--- config.mk ---
export PLATFORM = sky130hd
export DESIGN_NAME = cpu_datapath
export DESIGN_NICKNAME = d
export VERILOG_FILES = /design/src/rtl/cpu_pkg.sv /design/src/rtl/cpu_alu.sv /design/src/rtl/cpu_datapath.sv
export SDC_FILE = /design/constraint.sdc
export NUM_CORES = 1
export LEC_CHECK = 0
export ABC_AREA = 1
export CAP_MARGIN = 20
export CORE_UTILIZATION = 35
export CTS_CLUSTER_DIAMETER = 50
export DETAILED_ROUTE_END_ITERATION = 12
export GPL_TIMING_DRIVEN = 1
export MAX_ROUTING_LAYER = met4
export PLACE_DENSITY_LB_ADDON = 0.05
export SLEW_MARGIN = 10
export SYNTH_ARGS = -nofsm -noshare
export SYNTH_HDL_FRONTEND = slang
export SYNTH_SLANG_ARGS = --single-unit
export TNS_END_PERCENT = 1
--- constraint.sdc ---
create_clock -name clk -period 5.1 [get_ports clk]
set_clock_uncertainty 0.1 [all_clocks]
set_input_delay 0.765 -clock clk [delete_from_list [all_inputs] [get_ports clk]]
set_output_delay 0.765 -clock clk [all_outputs]
set_load 0.02 [all_outputs]
--- src/rtl/cpu_pkg.sv ---
// rtl/cpu_pkg.sv - shared opcode, phase and width definitions for the CPU datapath
package cpu_pkg;

    localparam int AWIDTH_DEF = 5;
    localparam int DWIDTH_DEF = 8;

    typedef enum logic [2:0] {
        OP_HLT = 3'd0,
        OP_SKZ = 3'd1,
        OP_ADD = 3'd2,
        OP_AND = 3'd3,
        OP_XOR = 3'd4,
        OP_LDA = 3'd5,
        OP_STO = 3'd6,
        OP_JMP = 3'd7
    } opcode_t;

    localparam logic [2:0] PH_0 = 3'd0;
    localparam logic [2:0] PH_1 = 3'd1;
    localparam logic [2:0] PH_2 = 3'd2;
    localparam logic [2:0] PH_3 = 3'd3;
    localparam logic [2:0] PH_4 = 3'd4;
    localparam logic [2:0] PH_5 = 3'd5;
    localparam logic [2:0] PH_6 = 3'd6;
    localparam logic [2:0] PH_7 = 3'd7;

endpackage

--- src/rtl/cpu_alu.sv ---
// rtl/cpu_alu.sv - combinational accumulator ALU
//  opcode  in   3       current instruction opcode
//  acc     in   DWIDTH  accumulator value
//  bus     in   DWIDTH  internal data bus value
//  result  out  DWIDTH  next accumulator value (acc when the opcode has no ALU effect)
module cpu_alu
    import cpu_pkg::*;
#(
    parameter int DWIDTH = DWIDTH_DEF
) (
    input  logic [2:0]        opcode,
    input  logic [DWIDTH-1:0] acc,
    input  logic [DWIDTH-1:0] bus,
    output logic [DWIDTH-1:0] result
);

    always_comb begin
        result = acc;
        case (opcode)
            OP_ADD:  result = acc + bus;   // carry out is discarded
            OP_AND:  result = acc & bus;
            OP_XOR:  result = acc ^ bus;
            OP_LDA:  result = bus;
            default: result = acc;
        endcase
    end

endmodule

--- src/rtl/cpu_datapath.sv ---
// rtl/cpu_datapath.sv - CPU datapath: phase counter, PC, IR, ACC, ALU, address/bus muxes
//  clk, rst                      clock, synchronous active-high reset
//  sel/rd/ld_ir/inc_pc/halt      controller strobes
//  ld_pc/data_e/ld_ac/wr         controller strobes
//  opcode, phase, zero           status back to the controller
//  mem_addr/mem_rd/mem_wr        single-port memory control
//  mem_wdata, mem_rdata          memory write / combinational read data
//  halted, bus_err               sticky status flags
//  pc_q, acc_q                   debug views of PC and ACC
module cpu_datapath
    import cpu_pkg::*;
#(
    parameter int AWIDTH = AWIDTH_DEF,
    parameter int DWIDTH = DWIDTH_DEF
) (
    input  logic              clk,
    input  logic              rst,
    input  logic              sel,
    input  logic              rd,
    input  logic              ld_ir,
    input  logic              inc_pc,
    input  logic              halt,
    input  logic              ld_pc,
    input  logic              data_e,
    input  logic              ld_ac,
    input  logic              wr,
    output logic [2:0]        opcode,
    output logic [2:0]        phase,
    output logic              zero,
    output logic [AWIDTH-1:0] mem_addr,
    output logic              mem_rd,
    output logic              mem_wr,
    output logic [DWIDTH-1:0] mem_wdata,
    input  logic [DWIDTH-1:0] mem_rdata,
    output logic              halted,
    output logic              bus_err,
    output logic [AWIDTH-1:0] pc_q,
    output logic [DWIDTH-1:0] acc_q
);

    logic [DWIDTH-1:0] ir_q;
    logic [DWIDTH-1:0] bus;
    logic [DWIDTH-1:0] alu_result;
    logic [AWIDTH-1:0] ir_addr;

    assign ir_addr = ir_q[AWIDTH-1:0];
    assign opcode  = ir_q[DWIDTH-1:AWIDTH];
    assign zero    = (acc_q == '0);

    // Memory read wins over the accumulator when both drive the bus.
    assign bus       = rd ? mem_rdata : (data_e ? acc_q : '0);
    assign mem_addr  = sel ? pc_q : ir_addr;
    assign mem_wdata = data_e ? acc_q : '0;
    assign mem_rd    = rd & ~halted;
    assign mem_wr    = wr & ~halted;

    cpu_alu #(
        .DWIDTH(DWIDTH)
    ) u_alu (
        .opcode(opcode),
        .acc   (acc_q),
        .bus   (bus),
        .result(alu_result)
    );

    always_ff @(posedge clk) begin
        if (rst) begin
            phase   <= PH_0;
            pc_q    <= '0;
            ir_q    <= '0;
            acc_q   <= '0;
            halted  <= 1'b0;
            bus_err <= 1'b0;
        end else begin
            if (rd && data_e) begin
                bus_err <= 1'b1;
            end
            if (!halted) begin
                // On the halt edge the phase freezes but PC still honours inc_pc.
                if (halt) begin
                    halted <= 1'b1;
                end else begin
                    phase <= phase + 3'd1;
                end
                if (ld_pc) begin
                    pc_q <= ir_addr;
                end else if (inc_pc) begin
                    pc_q <= pc_q + AWIDTH'(1);
                end
                if (ld_ir) begin
                    ir_q <= bus;
                end
                if (ld_ac) begin
                    acc_q <= alu_result;
                end
            end
        end
    end

endmodule
==> load_flow_metrics.sql, run 1 <==
INSERT INTO impl_metrics (metric_group, metric, value, unit) VALUES
('global_route', 'grt_overflow', '0', ''),
('synthesis', 'yosysUniqueCellTypes', '34', ''),
('floorplan', 'fp-row-count', '26', ''),
('finish', 'design.final.nets', '381', ''),
('synthesis', 'mappedNetlistNets', '332', ''),
('synthesis', 'syn-instance-count', '300', ''),
('floorplan', 'dieWidth', '76.03', 'um'),
('clock_network', 'postCtsHoldBufs', '0', ''),
('critical_path', 'timing.critical_path.from_type', 'primary input', ''),
('synthesis', 'synth.cell_area', '1918', 'um2'),
('floorplan', 'initial_utilization', '0.3685', ''),
('global_route', 'number_of_global_route_vias_before_repair', '1846', ''),
('global_route', 'grt_first_pass_wirelength', '8645', 'um'),
('clock_network', 'cts-root-buf', 'clkbuf_8', ''),
('pwr', 'cellLeakagePower', '1.220', 'nW'),
('detailed_routing', 'avgViaCountPerCell', '4.708', ''),
('clock_network', 'htreeDepth', '1', ''),
('timing', 'period_minus_slack', '3.196', 'ns'),
('critical_path', 'max_stage_delay', '0.76', 'ns'),
('critical_path', 'worst-endpoint-required', '4.24', 'ns'),
('detailed_routing', 'final_antenna_net_count', '0', ''),
('pwr', 'power.density_cell_area', '235.6', 'nW/um2'),
('clock_network', 'clock_insertion_delay_worst_skew', '0.27', 'ns'),
('detailed_routing', 'drt_wl_total', '5150', 'um'),
('synthesis', 'ys_dominant_reg_cell', 'dfxtp_1', ''),
('hold_path', 'min_path_type', 'flop to flop', ''),
('clock_network', 'post_cts_buffers', '0', ''),
('synthesis', 'async_reset_ff_frac', '0', ''),
('clock_network', 'cts_tree', 'done', ''),
('pwr', 'vdd.ir_drop.worst', '155.2', 'uV'),
('timing', 'period_share', '0.6267', ''),
('timing', 'timing.final.hold_violations', '0', ''),
('synthesis', 'synth_enable_flop_cells', '0', ''),
('timing', 'fmax', '312.9', 'MHz'),
('detailed_routing', 'wl_per_cell', '12.32', 'um'),
('global_route', 'grt_start_max_net_pins', '18', ''),
('timing', 'slew_headroom', '0.4382', ''),
('synthesis', 'sequential_share_of_the_synthesized_area', '0.2714', ''),
('timing', 'setup-tns-final', '0', 'ns'),
('detailed_routing', 'route.detailed.drc', '0', ''),
('placement', 'place_congestion', '0.8462', ''),
('placement', 'post-place-ws', '1.891', 'ns'),
('synthesis', 'post_synth.cell_area_avg', '6.394', 'um2'),
('clock_network', 'cts-root-to-sink-buffers', '2', ''),
('critical_path', 'cp_cell_sequence', 'clkdlybuf4s50_1 -> nand2_1 -> inv_2 -> clkdlybuf4s50_1', ''),
('critical_path', 'crit_top_cell', 'clkdlybuf4s50_1', ''),
('clock_network', 'clock_sink_count', '26', ''),
('clock_network', 'cts-buffers-inserted', '3', ''),
('finish', 'insertedDiodeCount', '0', ''),
('flow_run', 'timing.max_cap.violations', '0', ''),
('global_route', 'grt_antenna_before_repair', '0', ''),
('placement', 'placed_area', '2471', 'um2'),
('critical_path', 'biggest_fanout_along_the_worst_timing_path', '12', ''),
('finish', 'drive_gt1_frac', '0.04885', ''),
('timing', 'grt_setup_unrepaired', 'false', ''),
('placement', 'dpl.cell_count', '414', ''),
('floorplan', 'floorplan.die_area', '5781', 'um2'),
('detailed_routing', 'number_of_drc_markers_in_iteration_0', '66', ''),
('timing', 'whs', '0.3919', 'ns'),
('timing', 'worst_pin_slew', '0.8397', 'ns'),
('synthesis', 'ys_seq_elements', '26', ''),
('finish', 'signed_area_change_from_the_synthesized_netlist_to_the_final_layout', '32.55', '%'),
('critical_path', 'worstPathArrival', '2.33', 'ns'),
('critical_path', 'timing_worst_setup_path_type', 'primary input to primary output', ''),
('critical_path', 'worstPathBufferInverterCount', '3', ''),
('detailed_routing', 'drt_pass1_iterations', '4', ''),
('clock_network', 'clk_transition_reported_paths', '0.10', 'ns'),
('finish', 'final_area', '2542', 'um2'),
('status', 'run_status', 'finished, final reports clean', ''),
('timing', 'timing.final.ws_setup', '1.904', 'ns'),
('timing', 'finalMaxSlewViolations', '0', ''),
('detailed_routing', 'num_vias', '1968', ''),
('floorplan', 'die_y', '76.03', 'um'),
('critical_path', 'type_of_destination_of_the_critical_path', 'primary output', ''),
('clock_network', 'cts.repair.resized', '0', ''),
('timing', 'setup_violations', '0', ''),
('global_route', 'grt_usage', '0.1901', ''),
('placement', 'dpl.hpwl', '3900', 'um'),
('critical_path', 'cp_top_family', 'buffers and inverters', ''),
('synthesis', 'ys.warnings.count', '0', ''),
('floorplan', 'floorplan.core_area', '5205', 'um2'),
('critical_path', 'slowest_stage', 'clkdlybuf4s50_1', ''),
('floorplan', 'num_io_pins', '56', ''),
('placement', 'number_of_buffer_cells_added_on_primary_ports', '55', ''),
('finish', 'post_layout_nonfiller_instances', '418', '');
## Yosys cell counts (4+ instances only)
cell / number / share of area
buf_6: 4 / 0.023
o21ai_0: 23 / 0.060
o21ai_1: 5 / 0.013
inv_2: 4 / 0.0078
a211oi_1: 4 / 0.016
dfxtp_1: 26 / 0.27
ha_1: 12 / 0.078
nand2_1: 62 / 0.12
nor2_1: 23 / 0.045
nand3_1: 19 / 0.050
inv_1: 51 / 0.10
a21oi_1: 31 / 0.081
## tightest hold or removal path: stages, from the launching register on
cell and delay, ns:
dfxtp_1 0.35, a21oi_1 0.05, nor2_1 0.07
## kinds of logic after synthesis
family	count (synthesis)	synth area share
xor gates and xnor gates	2	0.009134
buffers and inverters	67	0.1546
adders and majority gates	13	0.08871
and+or+nand+nor	118	0.2629
AOI/OAI and AO/OA	74	0.2133
DFF	26	0.2714
## final cells by class
type                            count  area [um2]
Multi-Input combinational cell    207        1101
Inverter                           56       211.5
Clock inverter                      1       30.03
Sequential cell                    26       520.5
Tap cell                           70       87.58
Fill cell                         556        2663
Clock buffer                        3       41.29
Timing Repair Buffer               55       550.5
## layer usage
layer	vias up	routed length [um]	global-route usage
met1	858	2514	0.2546
met4	0	27	0.04615
met5	-	0	-
li1	1060	-	-
met3	2	269	0.02275
met2	48	2338	0.3055
## cell usage in the layout (no fill, tap or decap), drive strengths merged
| master | n |
|---|---|
| and2 | 1 |
| nor3b | 1 |
| ha | 12 |
| nor3 | 3 |
| dfxtp | 26 |
| nand2 | 65 |
| a21boi | 2 |
| nor2 | 23 |
| o21ai | 31 |
| o21a | 3 |
| nand3b | 1 |
| o21bai | 1 |
| nor4 | 2 |
| a211oi | 4 |
| a31oi | 2 |
| a21oi | 31 |
| inv | 55 |
| clkinv | 1 |
| clkbuf | 3 |
| and3 | 1 |
| clkdlybuf4s50 | 55 |
| xor2 | 2 |
| nand3 | 20 |
| fa | 1 |
| or2 | 1 |
| bufinv | 1 |
## where the power goes
group,switching [mW],total [mW],internal [mW]
registers,0.0178,0.236,0.218
clock network,0.0712,0.176,0.105
logic,0.103,0.187,0.0842
## sequential cells by signal (all words and copies together) (netlist names)
| register | cells |
|---|---|
| bus_err | 1 |
| pc_q | 5 |
| phase | 3 |
| ir_q | 8 |
| acc_q | 8 |
| halted | 1 |
## stage by stage
stage	total power [mW]	utilization
5_1_grt	0.6388	0.4885
2_1_floorplan	0.3547	-
3_3_place_gp	0.4279	0.4748
4_1_cts	0.6075	0.4885
6_report	0.5990	0.4885
3_5_place_dp	0.4282	0.4748
## path summary, 6_finish.rpt
kind                  end      from  slack (ns)  depth (start not counted)
max reg2reg      acc_q[4]  acc_q[3]        3.03                         10
min               bus_err   bus_err        0.39                          2
min reg2reg       bus_err   bus_err        0.39                          2
max          mem_wdata[0]    data_e        1.90                          4
Power figures use the tool's default switching activity.
==> run 2, diff against run 1 <==
Clock period 5.1 ns to 3.24 ns, I/O delays scaled along.
==> run 2 against run 1 <==
Sequential share of layout area down 0.12 points. Via count up 1.1%. Core utilization up 0.29 points. Non-clock buffer count up 2. First-iteration DRC count up 67%. Clock-buffer cell count unchanged. Die area unchanged. Critical endpoint is now mem_addr[1]. Largest power group unchanged.
==> load_flow_metrics.sql, run 2 (synthesized netlist as in run 1, its figures left out) <==
INSERT INTO impl_metrics (metric_group, metric, value, unit) VALUES
('status', 'run_status', 'finished, final reports clean', ''),
('detailed_routing', 'num_vias', '1990', ''),
('hold_path', 'cell_depth_of_the_worst_hold_path', '2', ''),
('placement', 'number_of_buffer_cells_added_on_primary_ports', '55', ''),
('pwr', 'cell_internal_pwr', '0.6433', 'mW'),
('finish', 'sequential_cell_area', '520.5', 'um2'),
('timing', 'period_share', '0.7937', ''),
('timing', 'setup_violations', '0', ''),
('critical_path', 'reg2reg_to', 'acc_q[4]', ''),
('finish', 'drive_gt1_frac', '0.05429', ''),
('clock_network', 'cts-buffers-inserted', '3', ''),
('global_route', 'grt_overflow', '0', ''),
('global_route', 'grt_first_pass_wirelength', '8887', 'um'),
('timing', 'slew_headroom', '0.4328', ''),
('floorplan', 'floorplan.die_area', '5781', 'um2'),
('floorplan', 'die_y', '76.03', 'um'),
('timing', 'finalMaxSlewViolations', '0', ''),
('pwr', 'p_sw', '0.3126', 'mW'),
('finish', 'final_cell_mix', 'nand2_1, clkdlybuf4s50_1, inv_1', ''),
('critical_path', 'regToRegStartpoint', 'acc_q[0]', ''),
('pwr', 'cellLeakagePower', '1.230', 'nW'),
('detailed_routing', 'final_antenna_net_count', '0', ''),
('critical_path', 'type_of_destination_of_the_critical_path', 'primary output', ''),
('finish', 'layout_commonest_cell', 'nand2_1', ''),
('finish', 'top_regs', 'acc_q (8), ir_q (8), pc_q (5)', ''),
('placement', 'post-place-ws', '0.4975', 'ns'),
('timing', 'timing.final.ws_setup', '0.6683', 'ns'),
('floorplan', 'fp-row-count', '26', ''),
('clock_network', 'cts.repair.resized', '0', ''),
('global_route', 'grt_usage', '0.1950', ''),
('clock_network', 'cts-root-to-sink-buffers', '2', ''),
('hold_path', 'min_to', 'bus_err', ''),
('timing', 'grt_setup_unrepaired', 'false', ''),
('pwr', 'power.density_cell_area', '373.8', 'nW/um2'),
('timing', 'setup-tns-final', '0', 'ns'),
('hold_path', 'startpoint_of_the_tightest_hold_check_path', 'bus_err', ''),
('floorplan', 'floorplan.core_area', '5205', 'um2'),
('finish', 'fill_cells', '532', ''),
('pwr', 'share_clk_of_total_power', '0.300', ''),
('pwr', 'power_frac_seq', '0.388', ''),
('detailed_routing', 'avgViaCountPerCell', '4.738', ''),
('detailed_routing', 'route.detailed.drc', '0', ''),
('global_route', 'grt_antenna_before_repair', '0', ''),
('detailed_routing', 'number_of_drc_markers_in_iteration_0', '110', ''),
('pwr', 'switching_share', '0.3271', ''),
('timing', 'timing.final.hold_violations', '0', ''),
('detailed_routing', 'drt_pass1_iterations', '4', ''),
('clock_network', 'cts-root-buf', 'clkbuf_8', ''),
('flow_run', 'timing.max_cap.violations', '0', ''),
('timing', 'fmax', '388.9', 'MHz'),
('finish', 'insertedDiodeCount', '0', ''),
('detailed_routing', 'wl_per_cell', '12.70', 'um'),
('placement', 'dpl.hpwl', '4010', 'um'),
('timing', 'worst_pin_slew', '0.8477', 'ns'),
('critical_path', 'worst-endpoint-required', '2.65', 'ns'),
('floorplan', 'initial_utilization', '0.3685', ''),
('clock_network', 'clock_sink_count', '26', ''),
('pwr', 'p_total', '0.9559', 'mW'),
('pwr', 'vdd.ir_drop.worst', '212.8', 'uV'),
('critical_path', 'timing.critical_path.from_type', 'primary input', ''),
('placement', 'place_congestion', '0.9018', ''),
('finish', 'design.final.nets', '383', ''),
('timing', 'period_minus_slack', '2.572', 'ns'),
('hold_path', 'min_path_type', 'flop to flop', ''),
('finish', 'multi_input_area', '1101', 'um2'),
('clock_network', 'postCtsHoldBufs', '0', ''),
('global_route', 'number_of_global_route_vias_before_repair', '1802', ''),
('clock_network', 'htreeDepth', '1', ''),
('critical_path', 'biggest_fanout_along_the_worst_timing_path', '10', ''),
('critical_path', 'worst_r2r_path_depth', '11', ''),
('critical_path', 'worstPathArrival', '1.99', 'ns'),
('floorplan', 'dieWidth', '76.03', 'um'),
('clock_network', 'clk_transition_reported_paths', '0.10', 'ns'),
('clock_network', 'post_cts_buffers', '0', ''),
('detailed_routing', 'drt_wl_total', '5334', 'um'),
('critical_path', 'timing_worst_setup_path_type', 'primary input to primary output', ''),
('critical_path', 'worst-r2r-setup-slack', '1.19', 'ns'),
('timing', 'whs', '0.4038', 'ns'),
('finish', 'signed_area_change_from_the_synthesized_netlist_to_the_final_layout', '33.33', '%'),
('global_route', 'grt_start_max_net_pins', '18', ''),
('pwr', 'comb_power_share', '0.311', ''),
('clock_network', 'clock_insertion_delay_worst_skew', '0.28', 'ns'),
('clock_network', 'cts_tree', 'done', ''),
('floorplan', 'num_io_pins', '56', '');
[run 2: cell count changes in the layout (fill, tap and decap cells not counted), sizes merged]
cell  delta
buf      +2
[run 2: per-layer routing]
metal	track usage	part of all wire	vias to the layer above
li1	-	-	1061
met1	0.2633	0.49	873
met2	0.3136	0.45	54
met3	0.02395	0.056	2
met4	0.04038	0.0039	0
met5	-	0	-
[run 2: power groups by stage]
stage	registers [mW]	logic [mW]	clock network [mW]
2_1_floorplan	0.391	0.168	0
3_3_place_gp	0.379	0.298	0
3_5_place_dp	0.379	0.298	0
4_1_cts	0.372	0.299	0.293
5_1_grt	0.377	0.330	0.306
6_report	0.371	0.298	0.287
[run 2: stage by stage]
step,utilization,cell area [um2],cells
3_3_place_gp,0.4776,2486,416
2_1_floorplan,-,1918,300
4_1_cts,0.4913,2557,420
3_5_place_dp,0.4776,2486,416
5_1_grt,0.4913,2557,420
6_report,0.4913,2557,420
[run 2: worst max-delay path: stages]
cell and delay [ns]:
clkdlybuf4s50_1 0.67, nor2_1 0.07, a21oi_1 0.13, clkdlybuf4s50_1 0.63
[run 2: worst max-delay path by stage]
stage               cells after the start           to    from  slack, ns
finish                                  4  mem_addr[1]     sel       0.67
floorplan                              12     acc_q[4]  data_e       1.01
CTS                                     4  mem_addr[1]     sel       0.67
global route                            4  mem_addr[2]     sel       0.52
global placement                       11     acc_q[4]      rd       0.53
detailed placement                     11     acc_q[4]      rd       0.50
[run 2: final cells by class]
type	instances	share of cell area
Timing Repair Buffer	57	0.2211
Clock inverter	1	0.01174
Tap cell	70	0.03425
Inverter	56	0.08268
Sequential cell	26	0.2035
Multi-Input combinational cell	207	0.4305
Clock buffer	3	0.01614
==> run 3, diff against run 2 <==
Clock period 3.24 ns to 2.1 ns, I/O delays scaled along.
==> run 3 against run 2 <==
Flip-flop and latch count unchanged. Power up 60%. First-iteration DRC count decreased by 10%. Sequential power up 53%. Cell count is 7.1% higher. Combinational power up 75%. Largest cell class unchanged. Highest routed layer unchanged.
==> load_flow_metrics.sql, run 3 (synthesized netlist as in run 1, its figures left out) <==
INSERT INTO impl_metrics (metric_group, metric, value, unit) VALUES
('status', 'run_status', 'finished, final reports clean', ''),
('timing', 'period_minus_slack', '2.014', 'ns'),
('detailed_routing', 'drt_wl_total', '5702', 'um'),
('critical_path', 'timing.critical_path.from_type', 'flop', ''),
('timing', 'timing.final.ws_setup', '0.08610', 'ns'),
('critical_path', 'worstPathArrival', '1.60', 'ns'),
('finish', 'insertedDiodeCount', '0', ''),
('placement', 'place_congestion', '0.8980', ''),
('timing', 'slew_headroom', '0.6128', ''),
('clock_network', 'clock_insertion_delay_worst_skew', '0.28', 'ns'),
('finish', 'drive_gt1_frac', '0.1579', ''),
('pwr', 'power.density_cell_area', '542.3', 'nW/um2'),
('timing', 'setup_violations', '0', ''),
('timing', 'fmax', '496.5', 'MHz'),
('finish', 'design.final.nets', '413', ''),
('critical_path', 'type_of_destination_of_the_critical_path', 'primary output', ''),
('finish', 'post_layout_nonfiller_instances', '450', ''),
('pwr', 'p_total', '1.526', 'mW'),
('floorplan', 'floorplan.core_area', '5205', 'um2'),
('global_route', 'grt_overflow', '0', ''),
('critical_path', 'biggest_fanout_along_the_worst_timing_path', '6', ''),
('placement', 'number_of_buffer_cells_added_on_primary_ports', '55', ''),
('detailed_routing', 'route.detailed.drc', '0', ''),
('detailed_routing', 'drt_pass1_iterations', '4', ''),
('critical_path', 'worst-endpoint-required', '1.68', 'ns'),
('finish', 'layout_commonest_cell', 'nand2_1', ''),
('placement', 'dpl.cell_count', '445', ''),
('clock_network', 'cts-root-buf', 'clkbuf_8', ''),
('hold_path', 'min_path_type', 'primary input to flop', ''),
('critical_path', 'max_stage_delay', '0.58', 'ns'),
('floorplan', 'initial_utilization', '0.3685', ''),
('global_route', 'number_of_global_route_vias_before_repair', '2033', ''),
('detailed_routing', 'wl_per_cell', '12.67', 'um'),
('detailed_routing', 'avgViaCountPerCell', '4.660', ''),
('detailed_routing', 'num_vias', '2097', ''),
('global_route', 'grt_first_pass_wirelength', '9535', 'um'),
('flow_run', 'timing.max_cap.violations', '0', ''),
('pwr', 'cellLeakagePower', '1.416', 'nW'),
('clock_network', 'clk_transition_reported_paths', '0.10', 'ns'),
('critical_path', 'timing_worst_setup_path_type', 'flop to primary output', ''),
('critical_path', 'slowest_stage', 'clkdlybuf4s50_1', ''),
('clock_network', 'htreeDepth', '1', ''),
('detailed_routing', 'number_of_drc_markers_in_iteration_0', '99', ''),
('timing', 'grt_setup_unrepaired', 'false', ''),
('global_route', 'grt_antenna_before_repair', '0', ''),
('timing', 'worst_pin_slew', '0.5786', 'ns'),
('timing', 'timing.final.hold_violations', '0', ''),
('clock_network', 'clock_sink_count', '26', ''),
('floorplan', 'num_io_pins', '56', ''),
('clock_network', 'cts-buffers-inserted', '3', ''),
('timing', 'period_share', '0.9590', ''),
('finish', 'top_regs', 'acc_q (8), ir_q (8), pc_q (5)', ''),
('placement', 'dpl.hpwl', '4337', 'um'),
('finish', 'signed_area_change_from_the_synthesized_netlist_to_the_final_layout', '46.71', '%'),
('detailed_routing', 'final_antenna_net_count', '0', ''),
('clock_network', 'cts-root-to-sink-buffers', '2', ''),
('timing', 'setup-tns-final', '0', 'ns'),
('finish', 'final_cell_mix', 'nand2_1, inv_1, clkdlybuf4s50_1', ''),
('global_route', 'grt_usage', '0.2082', ''),
('timing', 'whs', '0.2705', 'ns'),
('floorplan', 'die_y', '76.03', 'um'),
('global_route', 'grt_start_max_net_pins', '18', ''),
('floorplan', 'dieWidth', '76.03', 'um'),
('clock_network', 'cts_tree', 'done', ''),
('placement', 'post-place-ws', '-0.4086', 'ns'),
('floorplan', 'floorplan.die_area', '5781', 'um2'),
('pwr', 'vdd.ir_drop.worst', '364.8', 'uV'),
('floorplan', 'fp-row-count', '26', ''),
('timing', 'finalMaxSlewViolations', '0', ''),
('critical_path', 'cp_cell_sequence', 'nand2_1 -> inv_1 -> buf_4 -> clkdlybuf4s50_1', '');
-- run 3: changes by cell type in the layout (fill, tap and decap cells not counted), sizes merged --
cell / before / now
clkdlybuf4s50: 55 / 45
dlymetal6s2s: 0 / 1
buf: 2 / 34
dlygate4sd2: 0 / 7
-- run 3: area by class of cell --
cell class,instances,area [um2]
clock buffers,3,41.29
clock inverters,1,30.03
fillers,538,2391
inverters,56,214.0
multi-input cells,207,1141
flip-flops and latches,26,520.5
well taps,70,87.58
repair buffers,87,779.5
-- run 3: repair_timing --
item / CTS / global route
setup buffers: 0 / 1
gates cloned: 0 / 0
hold endpoints to repair: 0 / 0
gates resized for setup: 13 / 7
setup endpoints to repair: 21 / 7
pin swaps: 0 / 1
hold buffers: 0 / 0
-- run 3: worst max-delay path: cells and delay by family (launching register included) --
family	cells	cell delay, ns
buffers and inverters	3	0.76
AND/OR/NAND/NOR	1	0.08
flip-flops	1	0.48
-- run 3: routing by layer --
metal  wire length (um)  GRT usage
met5                  0          -
met1               2774     0.2570
met2               2688     0.3582
met3                211    0.02874
met4                 27    0.05192
-- run 3: stage by stage --
stage	instance area, um2	utilization
6_report	2814	0.5406
5_1_grt	2814	0.5406
4_1_cts	2784	0.5349
3_5_place_dp	2704	0.5195
3_3_place_gp	2704	0.5195
2_1_floorplan	1918	-
-- run 3: path summary, 6_finish.rpt --
kind,from,end,slack [ns],cells past startpoint
worst min register to register,bus_err,bus_err,0.39,2
worst max-delay path,acc_q[3],mem_wdata[3],0.09,4
worst min-delay path,rd,bus_err,0.27,3
worst max register to register,acc_q[0],acc_q[4],0.17,11
-- run 3: power by group --
group	leakage (nW)	switching, mW	total (mW)	internal, mW
logic	1.17	0.275	0.522	0.247
clock network	0.0357	0.179	0.435	0.255
registers	0.214	0.0402	0.569	0.529
